### config.mk
export PLATFORM = sky130hd
export DESIGN_NAME = mem_stage_ctrl_flat
export DESIGN_NICKNAME = d
export VERILOG_FILES = /design/src/rtl/mem_stage_ctrl_if.sv /design/src/rtl/mem_stage_ctrl.sv /design/src/flat_wrapper.sv
export SDC_FILE = /design/constraint.sdc
export NUM_CORES = 1
export LEC_CHECK = 0
export CAP_MARGIN = 40
export CORE_UTILIZATION = 38
export CTS_BUF_LIST = sky130_fd_sc_hd__clkbuf_2
export DETAILED_ROUTE_END_ITERATION = 8
export PLACE_DENSITY = 0.83
export SYNTH_ARGS = -nofsm -noshare
export SYNTH_HDL_FRONTEND = slang
export SYNTH_SLANG_ARGS = --single-unit
export TNS_END_PERCENT = 30
### constraint.sdc
create_clock -name clk -period 2.61 [get_ports clk]
set_clock_uncertainty 0.1 [all_clocks]
set_input_delay 0.261 -clock clk [delete_from_list [all_inputs] [get_ports clk]]
set_output_delay 0.261 -clock clk [all_outputs]
set_load 0.05 [all_outputs]
### src/rtl/mem_stage_ctrl_if.sv
`default_nettype none
// ============================================================================
//  Module   : mem_stage_ctrl_if
//  Purpose  : Bundles the EX/MEM register outputs, the data-memory handshake
//             and the MEM/WB register outputs seen by mem_stage_ctrl.
//  Modports : master - the MEM-stage controller (drives memory request, stall
//                      and the WB_* register outputs)
//             slave  - the surrounding pipeline / memory model
//  Ports    : MEM_MemWrite, MEM_MemRead, MEM_MemtoReg, MEM_RegWrite,
//             MEM_ALUval[15:0], MEM_ReadData2[15:0], MEM_DstReg[3:0],
//             mem_rdata[15:0], mem_data_valid           (into controller)
//             mem_enable, mem_wr, mem_addr[15:0], mem_wdata[15:0], stall,
//             mem_timeout, WB_MemtoReg, WB_RegWrite, WB_ALUval[15:0],
//             WB_MemData[15:0], WB_DstReg[3:0]           (out of controller)
//  Revision : 1.0 - initial release
// ============================================================================
interface mem_stage_ctrl_if;
    logic        MEM_MemWrite;
    logic        MEM_MemRead;
    logic        MEM_MemtoReg;
    logic        MEM_RegWrite;
    logic [15:0] MEM_ALUval;
    logic [15:0] MEM_ReadData2;
    logic [3:0]  MEM_DstReg;
    logic [15:0] mem_rdata;
    logic        mem_data_valid;
    logic        mem_enable;
    logic        mem_wr;
    logic [15:0] mem_addr;
    logic [15:0] mem_wdata;
    logic        stall;
    logic        mem_timeout;
    logic        WB_MemtoReg;
    logic        WB_RegWrite;
    logic [15:0] WB_ALUval;
    logic [15:0] WB_MemData;
    logic [3:0]  WB_DstReg;

    modport master (
        input  MEM_MemWrite, MEM_MemRead, MEM_MemtoReg, MEM_RegWrite,
               MEM_ALUval, MEM_ReadData2, MEM_DstReg, mem_rdata, mem_data_valid,
        output mem_enable, mem_wr, mem_addr, mem_wdata, stall, mem_timeout,
               WB_MemtoReg, WB_RegWrite, WB_ALUval, WB_MemData, WB_DstReg
    );

    modport slave (
        output MEM_MemWrite, MEM_MemRead, MEM_MemtoReg, MEM_RegWrite,
               MEM_ALUval, MEM_ReadData2, MEM_DstReg, mem_rdata, mem_data_valid,
        input  mem_enable, mem_wr, mem_addr, mem_wdata, stall, mem_timeout,
               WB_MemtoReg, WB_RegWrite, WB_ALUval, WB_MemData, WB_DstReg
    );
endinterface
`default_nettype wire

### src/rtl/mem_stage_ctrl.sv
`default_nettype none
// ============================================================================
//  Module   : mem_stage_ctrl
//  Purpose  : Consumer of the EX/MEM pipeline register. Launches a variable-
//             latency data-memory access, stalls upstream while it is in
//             flight, and loads the MEM/WB register (bubbles while stalled so
//             no instruction writes back twice). A watchdog forces completion
//             after TIMEOUT wait cycles and sets a sticky mem_timeout flag.
//  Ports    : clk   - system clock, rising edge
//             rst_n - asynchronous active-low reset
//             bus   - mem_stage_ctrl_if.master (EX/MEM inputs, memory
//                     handshake, stall, MEM/WB register outputs)
//  Params   : TIMEOUT - max WAIT cycles before forced completion (1..255)
//  Revision : 1.0 - initial release
// ============================================================================
module mem_stage_ctrl #(
    parameter int TIMEOUT = 15
) (
    input  logic               clk,
    input  logic               rst_n,
    mem_stage_ctrl_if.master   bus
);

    typedef enum logic [0:0] {
        S_IDLE = 1'b0,
        S_WAIT = 1'b1
    } state_t;

    localparam logic [7:0] c_cnt_last = 8'(TIMEOUT - 1);

    state_t      state_q, state_d;
    logic [7:0]  cnt_q, cnt_d;
    logic        timeout_q, timeout_d;
    logic        wb_memtoreg_q, wb_memtoreg_d;
    logic        wb_regwrite_q, wb_regwrite_d;
    logic [15:0] wb_aluval_q, wb_aluval_d;
    logic [15:0] wb_memdata_q, wb_memdata_d;
    logic [3:0]  wb_dstreg_q, wb_dstreg_d;
    logic        w_req;

    assign w_req = bus.MEM_MemRead | bus.MEM_MemWrite;

    always_comb begin
        state_d        = state_q;
        cnt_d          = cnt_q;
        timeout_d      = timeout_q;
        wb_memtoreg_d  = wb_memtoreg_q;
        wb_regwrite_d  = wb_regwrite_q;
        wb_aluval_d    = wb_aluval_q;
        wb_memdata_d   = wb_memdata_q;
        wb_dstreg_d    = wb_dstreg_q;
        bus.mem_enable = 1'b0;
        bus.mem_wr     = 1'b0;
        bus.stall      = 1'b0;

        case (state_q)
            S_IDLE: begin
                if (w_req) begin
                    // Launch; a store wins when both read and write are set.
                    bus.mem_enable = 1'b1;
                    bus.mem_wr     = bus.MEM_MemWrite;
                    bus.stall      = 1'b1;
                    wb_regwrite_d  = 1'b0;
                    wb_memtoreg_d  = 1'b0;
                    cnt_d          = 8'd0;
                    state_d        = S_WAIT;
                end else begin
                    // Late/stale mem_data_valid here is deliberately ignored.
                    wb_memtoreg_d = bus.MEM_MemtoReg;
                    wb_regwrite_d = bus.MEM_RegWrite;
                    wb_aluval_d   = bus.MEM_ALUval;
                    wb_memdata_d  = 16'h0000;
                    wb_dstreg_d   = bus.MEM_DstReg;
                end
            end
            S_WAIT: begin
                cnt_d = cnt_q + 8'd1;
                if (bus.mem_data_valid || (cnt_q == c_cnt_last)) begin
                    // Completion cycle: stall drops so EX/MEM advances at this edge.
                    wb_memtoreg_d = bus.MEM_MemtoReg;
                    wb_regwrite_d = bus.MEM_RegWrite;
                    wb_aluval_d   = bus.MEM_ALUval;
                    wb_dstreg_d   = bus.MEM_DstReg;
                    state_d       = S_IDLE;
                    if (bus.mem_data_valid) begin
                        wb_memdata_d = bus.mem_rdata;
                    end else begin
                        wb_memdata_d = 16'h0000;
                        timeout_d    = 1'b1;
                    end
                end else begin
                    bus.stall     = 1'b1;
                    wb_regwrite_d = 1'b0;
                    wb_memtoreg_d = 1'b0;
                end
            end
            default: begin
                state_d = S_IDLE;
            end
        endcase
    end

    always_ff @(posedge clk or negedge rst_n) begin
        if (!rst_n) begin
            state_q       <= S_IDLE;
            cnt_q         <= 8'd0;
            timeout_q     <= 1'b0;
            wb_memtoreg_q <= 1'b0;
            wb_regwrite_q <= 1'b0;
            wb_aluval_q   <= 16'h0000;
            wb_memdata_q  <= 16'h0000;
            wb_dstreg_q   <= 4'h0;
        end else begin
            state_q       <= state_d;
            cnt_q         <= cnt_d;
            timeout_q     <= timeout_d;
            wb_memtoreg_q <= wb_memtoreg_d;
            wb_regwrite_q <= wb_regwrite_d;
            wb_aluval_q   <= wb_aluval_d;
            wb_memdata_q  <= wb_memdata_d;
            wb_dstreg_q   <= wb_dstreg_d;
        end
    end

    // Address/data pass straight through; EX/MEM is frozen during an access.
    assign bus.mem_addr    = bus.MEM_ALUval;
    assign bus.mem_wdata   = bus.MEM_ReadData2;
    assign bus.mem_timeout = timeout_q;
    assign bus.WB_MemtoReg = wb_memtoreg_q;
    assign bus.WB_RegWrite = wb_regwrite_q;
    assign bus.WB_ALUval   = wb_aluval_q;
    assign bus.WB_MemData  = wb_memdata_q;
    assign bus.WB_DstReg   = wb_dstreg_q;

endmodule
`default_nettype wire
### src/flat_wrapper.sv
// flat-port wrapper written by rule: the top's interface ports become plain ports
module mem_stage_ctrl_flat 
#(
    parameter int TIMEOUT = 15
)
  (clk, rst_n, bus_MEM_MemWrite, bus_MEM_MemRead, bus_MEM_MemtoReg, bus_MEM_RegWrite, bus_MEM_ALUval, bus_MEM_ReadData2, bus_MEM_DstReg, bus_mem_rdata, bus_mem_data_valid, bus_mem_enable, bus_mem_wr, bus_mem_addr, bus_mem_wdata, bus_stall, bus_mem_timeout, bus_WB_MemtoReg, bus_WB_RegWrite, bus_WB_ALUval, bus_WB_MemData, bus_WB_DstReg);
  mem_stage_ctrl_if bus_i ();
  input  logic clk;
  input  logic rst_n;
  input wire logic [$bits(bus_i.MEM_MemWrite)-1:0] bus_MEM_MemWrite;
  input wire logic [$bits(bus_i.MEM_MemRead)-1:0] bus_MEM_MemRead;
  input wire logic [$bits(bus_i.MEM_MemtoReg)-1:0] bus_MEM_MemtoReg;
  input wire logic [$bits(bus_i.MEM_RegWrite)-1:0] bus_MEM_RegWrite;
  input wire logic [$bits(bus_i.MEM_ALUval)-1:0] bus_MEM_ALUval;
  input wire logic [$bits(bus_i.MEM_ReadData2)-1:0] bus_MEM_ReadData2;
  input wire logic [$bits(bus_i.MEM_DstReg)-1:0] bus_MEM_DstReg;
  input wire logic [$bits(bus_i.mem_rdata)-1:0] bus_mem_rdata;
  input wire logic [$bits(bus_i.mem_data_valid)-1:0] bus_mem_data_valid;
  output wire logic [$bits(bus_i.mem_enable)-1:0] bus_mem_enable;
  output wire logic [$bits(bus_i.mem_wr)-1:0] bus_mem_wr;
  output wire logic [$bits(bus_i.mem_addr)-1:0] bus_mem_addr;
  output wire logic [$bits(bus_i.mem_wdata)-1:0] bus_mem_wdata;
  output wire logic [$bits(bus_i.stall)-1:0] bus_stall;
  output wire logic [$bits(bus_i.mem_timeout)-1:0] bus_mem_timeout;
  output wire logic [$bits(bus_i.WB_MemtoReg)-1:0] bus_WB_MemtoReg;
  output wire logic [$bits(bus_i.WB_RegWrite)-1:0] bus_WB_RegWrite;
  output wire logic [$bits(bus_i.WB_ALUval)-1:0] bus_WB_ALUval;
  output wire logic [$bits(bus_i.WB_MemData)-1:0] bus_WB_MemData;
  output wire logic [$bits(bus_i.WB_DstReg)-1:0] bus_WB_DstReg;
  assign bus_i.MEM_MemWrite = bus_MEM_MemWrite;
  assign bus_i.MEM_MemRead = bus_MEM_MemRead;
  assign bus_i.MEM_MemtoReg = bus_MEM_MemtoReg;
  assign bus_i.MEM_RegWrite = bus_MEM_RegWrite;
  assign bus_i.MEM_ALUval = bus_MEM_ALUval;
  assign bus_i.MEM_ReadData2 = bus_MEM_ReadData2;
  assign bus_i.MEM_DstReg = bus_MEM_DstReg;
  assign bus_i.mem_rdata = bus_mem_rdata;
  assign bus_i.mem_data_valid = bus_mem_data_valid;
  assign bus_mem_enable = bus_i.mem_enable;
  assign bus_mem_wr = bus_i.mem_wr;
  assign bus_mem_addr = bus_i.mem_addr;
  assign bus_mem_wdata = bus_i.mem_wdata;
  assign bus_stall = bus_i.stall;
  assign bus_mem_timeout = bus_i.mem_timeout;
  assign bus_WB_MemtoReg = bus_i.WB_MemtoReg;
  assign bus_WB_RegWrite = bus_i.WB_RegWrite;
  assign bus_WB_ALUval = bus_i.WB_ALUval;
  assign bus_WB_MemData = bus_i.WB_MemData;
  assign bus_WB_DstReg = bus_i.WB_DstReg;
  mem_stage_ctrl #(.TIMEOUT(TIMEOUT)) u_core (.clk(clk), .rst_n(rst_n), .bus(bus_i));
endmodule
**After elaboration in Yosys (flattened, before gate mapping)**

Index checks and enable logic that the tools add are counted.
Widths: inputs -> output; s select.

- Register bits: 48
- Input bits: 59

- Add/subtract/negate cells: 1
- Equal/unequal tests: 4
- Multiplexer cells: 24
- Bitwise operators: 3
- Reductions and logical operators: 3

Operators by type and width:

| kind | count |
|---|---|
| $mux 16 | 5 |
| $pmux 16 s2 | 2 |
| $pmux 8 s2 | 1 |
| $mux 1 | 9 |
| $add 8x1->8 const B | 1 |
| $eq 8x4->1 const B | 1 |
| $mux 4 | 2 |
| $mux 8 | 1 |
| $pmux 4 s2 | 1 |
| $pmux 1 s2 | 3 |
| $ne 2x2->1 const B | 2 |
| $reduce_and 3->1 | 1 |
| $ne 2x1->1 const B | 1 |
| $not 1->1 | 2 |
| $reduce_and 2->1 | 1 |
| $logic_or 1x1->1 | 1 |
| $or 1x1->1 | 1 |

**Depth between registers and ports, before layout**

- Word-level depth: 4
- Mapped depth: 8

**Worst setup path before layout**

OpenSTA, ideal clock, no wires.

- Kind: flip-flop to flip-flop
- From: register u_core.cnt_q[0]
- To: register u_core.wb_aluval_q[10] (netlist: u_core.bus.WB_ALUval[10])
- Data arrival time: 1.569 ns
- Required time: 2.385 ns
- Path slack: 0.817 ns
- Stages on the path, launching flop included: 8
- Cells stage by stage: dfrtp_1 -> inv_1 -> ha_1 -> nand4b_1 -> nor4_2 -> o21a_4 -> buf_6 -> mux2_2

- Longest elaborated chain between the ends: 4

RTL lines:

| element | line | RTL |
|---|---|---|
| from (decl) | mem_stage_ctrl.sv:32 | `logic [7:0] cnt_q, cnt_d;` |
| from (signal assigned) | mem_stage_ctrl.sv:115 | `cnt_q <= cnt_d;` |
| $eq 8x4->1 | mem_stage_ctrl.sv:78 | `if (bus.mem_data_valid \|\| (cnt_q == c_cnt_last)) begin` |
| $logic_or 1x1->1 | mem_stage_ctrl.sv:78 |  |
| $ne 2x2->1 (no source line) | -- |  |
| $reduce_and 2->1 (no source line) | -- |  |
| to (signal assigned) | mem_stage_ctrl.sv:119 | `wb_aluval_q <= wb_aluval_d;` |
| to (decl) | mem_stage_ctrl.sv:36 | `logic [15:0] wb_aluval_q, wb_aluval_d;` |

No other way between the ends.
A chain may end at the register's enable or synchronous reset.

**Worst setup path in the final report**

- From: register u_core.state_q
- To: output bus_mem_wr

- Longest elaborated chain between the ends: 1

RTL lines:

| element | line | RTL |
|---|---|---|
| from (decl) | mem_stage_ctrl.sv:31 | `state_t state_q, state_d;` |
| from (signal assigned) | mem_stage_ctrl.sv:114 | `state_q <= state_d;` |
| $mux 1 | mem_stage_ctrl.sv:56 | `case (state_q)` |
| to (decl) | flat_wrapper.sv:20 | `output wire logic [$bits(bus_i.mem_wr)-1:0] bus_mem_wr;` |

No other way between the ends.

==> reports/metrics.cfg <==
[place]
port_buffers=100
dp_hpwl_mm=3.137
gp_congestion=0.7540
dpl.cell_count=297
place_area_um2=2943

[global_routing]
grtUsageMet2_pct=25.89
grt_pass1_wl_mm=6.906
antenna_found_initial=0
overflow=0
grt_pass1_vias=1436
busiest_layer=met2
met1_usage_pct=17.30
track_usage_pct=15.01
grt_max_degree=36
grtUsageMet3_pct=5.476

[final_layout]
layout.cells.non_filler=307
nets=298
fin_area_um2=3053
drive_gt1_share_pct=16.46
area_growth_pct=43.87
diodes=0

[critical_path]
path_cells=nor2b_1 -> clkdlybuf4s50_1
critPathArrivalTime_ns=1.96
critical_path_class=reg2out
critPathMaxStageDelay_ns=0.82
critPathRequiredTime_ns=2.25
crit_fanout=11
crit_path_end_kind=primary output
critPathLaunchType=flop
crit_slowest_cell=clkdlybuf4s50_1

[clock_network]
clock_latency_ns=0.40
cts_buffers=5
cts_max_path_buffers=2
clkTransAtPathRegs_ns=0.23
cts_tree=built
h-tree-depth=2
cts_sinks=48
cts_root_buffer=clkbuf_2

[logic_synthesis]
postSynthCellCount=163
ys_ff_latch=48
synth_edf_count=0
syn_area_per_cell_um2=13.02
netlist_area_um2=2122
ys_seq_area_share_pct=56.60
ys_async_sr_fraction_pct=100.0
ys_top_cells_by_area=dfrtp_1 (57%), buf_4 (11%), mux2_2 (11%)
yosys_warnings=0
synth_most_common_cell=dfrtp_1
ys_top_cells_by_count=dfrtp_1 (48), buf_4 (32), mux2_2 (20)
yosysTopAreaCell=dfrtp_1
synthFlopType=dfrtp_1
syn-num-nets=224
yosysUniqueCellTypes=28
synth_top_cell_area_share_pct=56.60

[die]
rows=26
die_area_um2=5887
ios=133
start_util_pct=40.52
design.core.area_um2=5238
dieWidth_um=76.73
die_h_um=76.73

[power]
p_per_area_nw_per_um2=997.5
clkPwrFrac_pct=15.6
switching_share_pct=42.41
p_leak_uw=0.001312
p_seq_share_pct=34.9
switchingPower_uw=1292
irDropWorstVdd_mv=0.5823
p_int_uw=1754
p_comb_share_pct=49.4

[timing]
max_freq_mhz=431.6
finalCriticalPeriod_ns=2.317
final.period_utilization_pct=88.77
rsz0062_at_grt=false
tns_ns=0
max_slew_margin_pct=63.73
holdWs_ns=0.1373
worstMarginPinSlew_ns=0.5440
drv_slew=0
setup_viol=0
hold_viol_final=0

[route]
via_per_inst=4.717
drc=0
wl_per_cell_um=13.73
antenna_left=0
routed_wl_mm=4.214
route.vias.total=1448
drt_iter0_drc=62
dr.pass1.iters=4

[run_status]
status=completed

[flow_run]
cap_violations=0

[worst_hold_path]
min_path_type=in2async

state kept, by name (all words and copies together) (netlist names):
name                    flops
u_core.cnt_q                8
u_core.bus.WB_MemData      16
u_core.bus.WB_MemtoReg      1
u_core.bus.WB_RegWrite      1
u_core.bus.WB_ALUval       16
u_core.bus.mem_timeout      1
u_core.bus.WB_DstReg        4
u_core.state_q              1
cell usage in the layout, fill, tap and decap left out:
cell              n
o21ai_0           3
nor4_2            1
or2_0             1
xor2_1            1
nand3_1           3
buf_4             6
o21a_4            1
nand4_1           3
inv_1             3
buf_12            1
bufinv_16         2
mux2_2           20
dlygate4sd3_1     1
nor2_1            2
o31ai_1           2
ha_1              2
clkdlybuf4s50_1  97
clkbuf_2          5
nand2_1           6
mux2i_1           2
nand4b_1          1
inv_4             1
a31o_2            1
dfrtp_1          48
and3_1            1
a22o_1           16
o211ai_1          2
nor2b_1           1
and2_1            3
buf_2             1
cells by family after synthesis:
| logic type | synth area share, % |
|---|---|
| multiplexers | 11.56 |
| adder cells (fa/ha/maj) | 1.179 |
| AND/OR/NAND/NOR | 5.779 |
| flip-flops | 56.60 |
| buffers and inverters | 14.62 |
| XOR/XNOR | 0.4128 |
| AO/OA/AOI/OAI | 9.846 |
worst max-delay path: cells and delay by family, from the launching register on:
family / cells / cell delay, ns
buf+inv: 1 / 0.82
flops: 1 / 0.56
simple gates: 1 / 0.17
routing by layer:
layer,wire [um],up-vias
met5,0,-
met4,44,0
met3,365,6
met2,2076,67
met1,1727,690
li1,-,685
final cells by class:
| class | count | area [um^2] |
|---|---|---|
| fillers | 439 | 2185 |
| flip-flops and latches | 48 | 1201 |
| repair buffers | 106 | 1051 |
| multi-input cells | 72 | 610.6 |
| well taps | 70 | 87.58 |
| clock inverters | 2 | 60.06 |
| clock buffers | 5 | 25.02 |
| inverters | 4 | 17.52 |
final timing paths:
path / start / to / slack, ns / cells past startpoint
max: u_core.state_q$_DFF_PN0_ / bus_mem_wr / 0.29 / 2
min: rst_n / u_core.bus.WB_ALUval[8]$_DFFE_PN0P_ / 0.14 / 2
max reg2reg: u_core.cnt_q[0]$_DFFE_PN0P_ / u_core.bus.WB_DstReg[3]$_DFFE_PN0P_ / 0.57 / 8
min reg2reg: u_core.cnt_q[7]$_DFFE_PN0P_ / u_core.cnt_q[7]$_DFFE_PN0P_ / 0.40 / 1
max in group asynchronous: rst_n / u_core.cnt_q[5]$_DFFE_PN0P_ / 1.78 / 3
min in group clk: bus_MEM_RegWrite / u_core.bus.WB_RegWrite$_DFF_PN0_ / 0.29 / 2
timing repair:
| action | CTS | global route |
|---|---|---|
| buffers inserted | 0 | 2 |
| gates resized for setup | 0 | 0 |
| endpoints found under the hold margin | 48 | 0 |
| hold buffers | 1 | 0 |
| endpoints found under the setup margin | 0 | 1 |
per-stage QoR:
| stage | power [uW] | util [%] | setup WS (ns) |
|---|---|---|---|
| after floorplan | 2140 | - | 0.8166 |
| after global placement | 2551 | 55.81 | 0.4858 |
| after detailed placement | 2578 | 56.19 | 0.4219 |
| after CTS | 3067 | 58.00 | 0.03352 |
| after global routing | 3189 | 58.29 | 0.1073 |
| final | 3045 | 58.29 | 0.2931 |
power groups by stage:
| stage | sequential [uW] | combinational (uW) | clock [uW] |
|---|---|---|---|
| 2_1_floorplan | 1650 | 493 | 0 |
| 6_report | 1060 | 1510 | 476 |
| 3_3_place_gp | 1070 | 1480 | 0 |
| 4_1_cts | 1060 | 1510 | 499 |
| 3_5_place_dp | 1070 | 1500 | 0 |
| 5_1_grt | 1090 | 1570 | 524 |
Note: power is estimated with default switching activity, not from simulation.
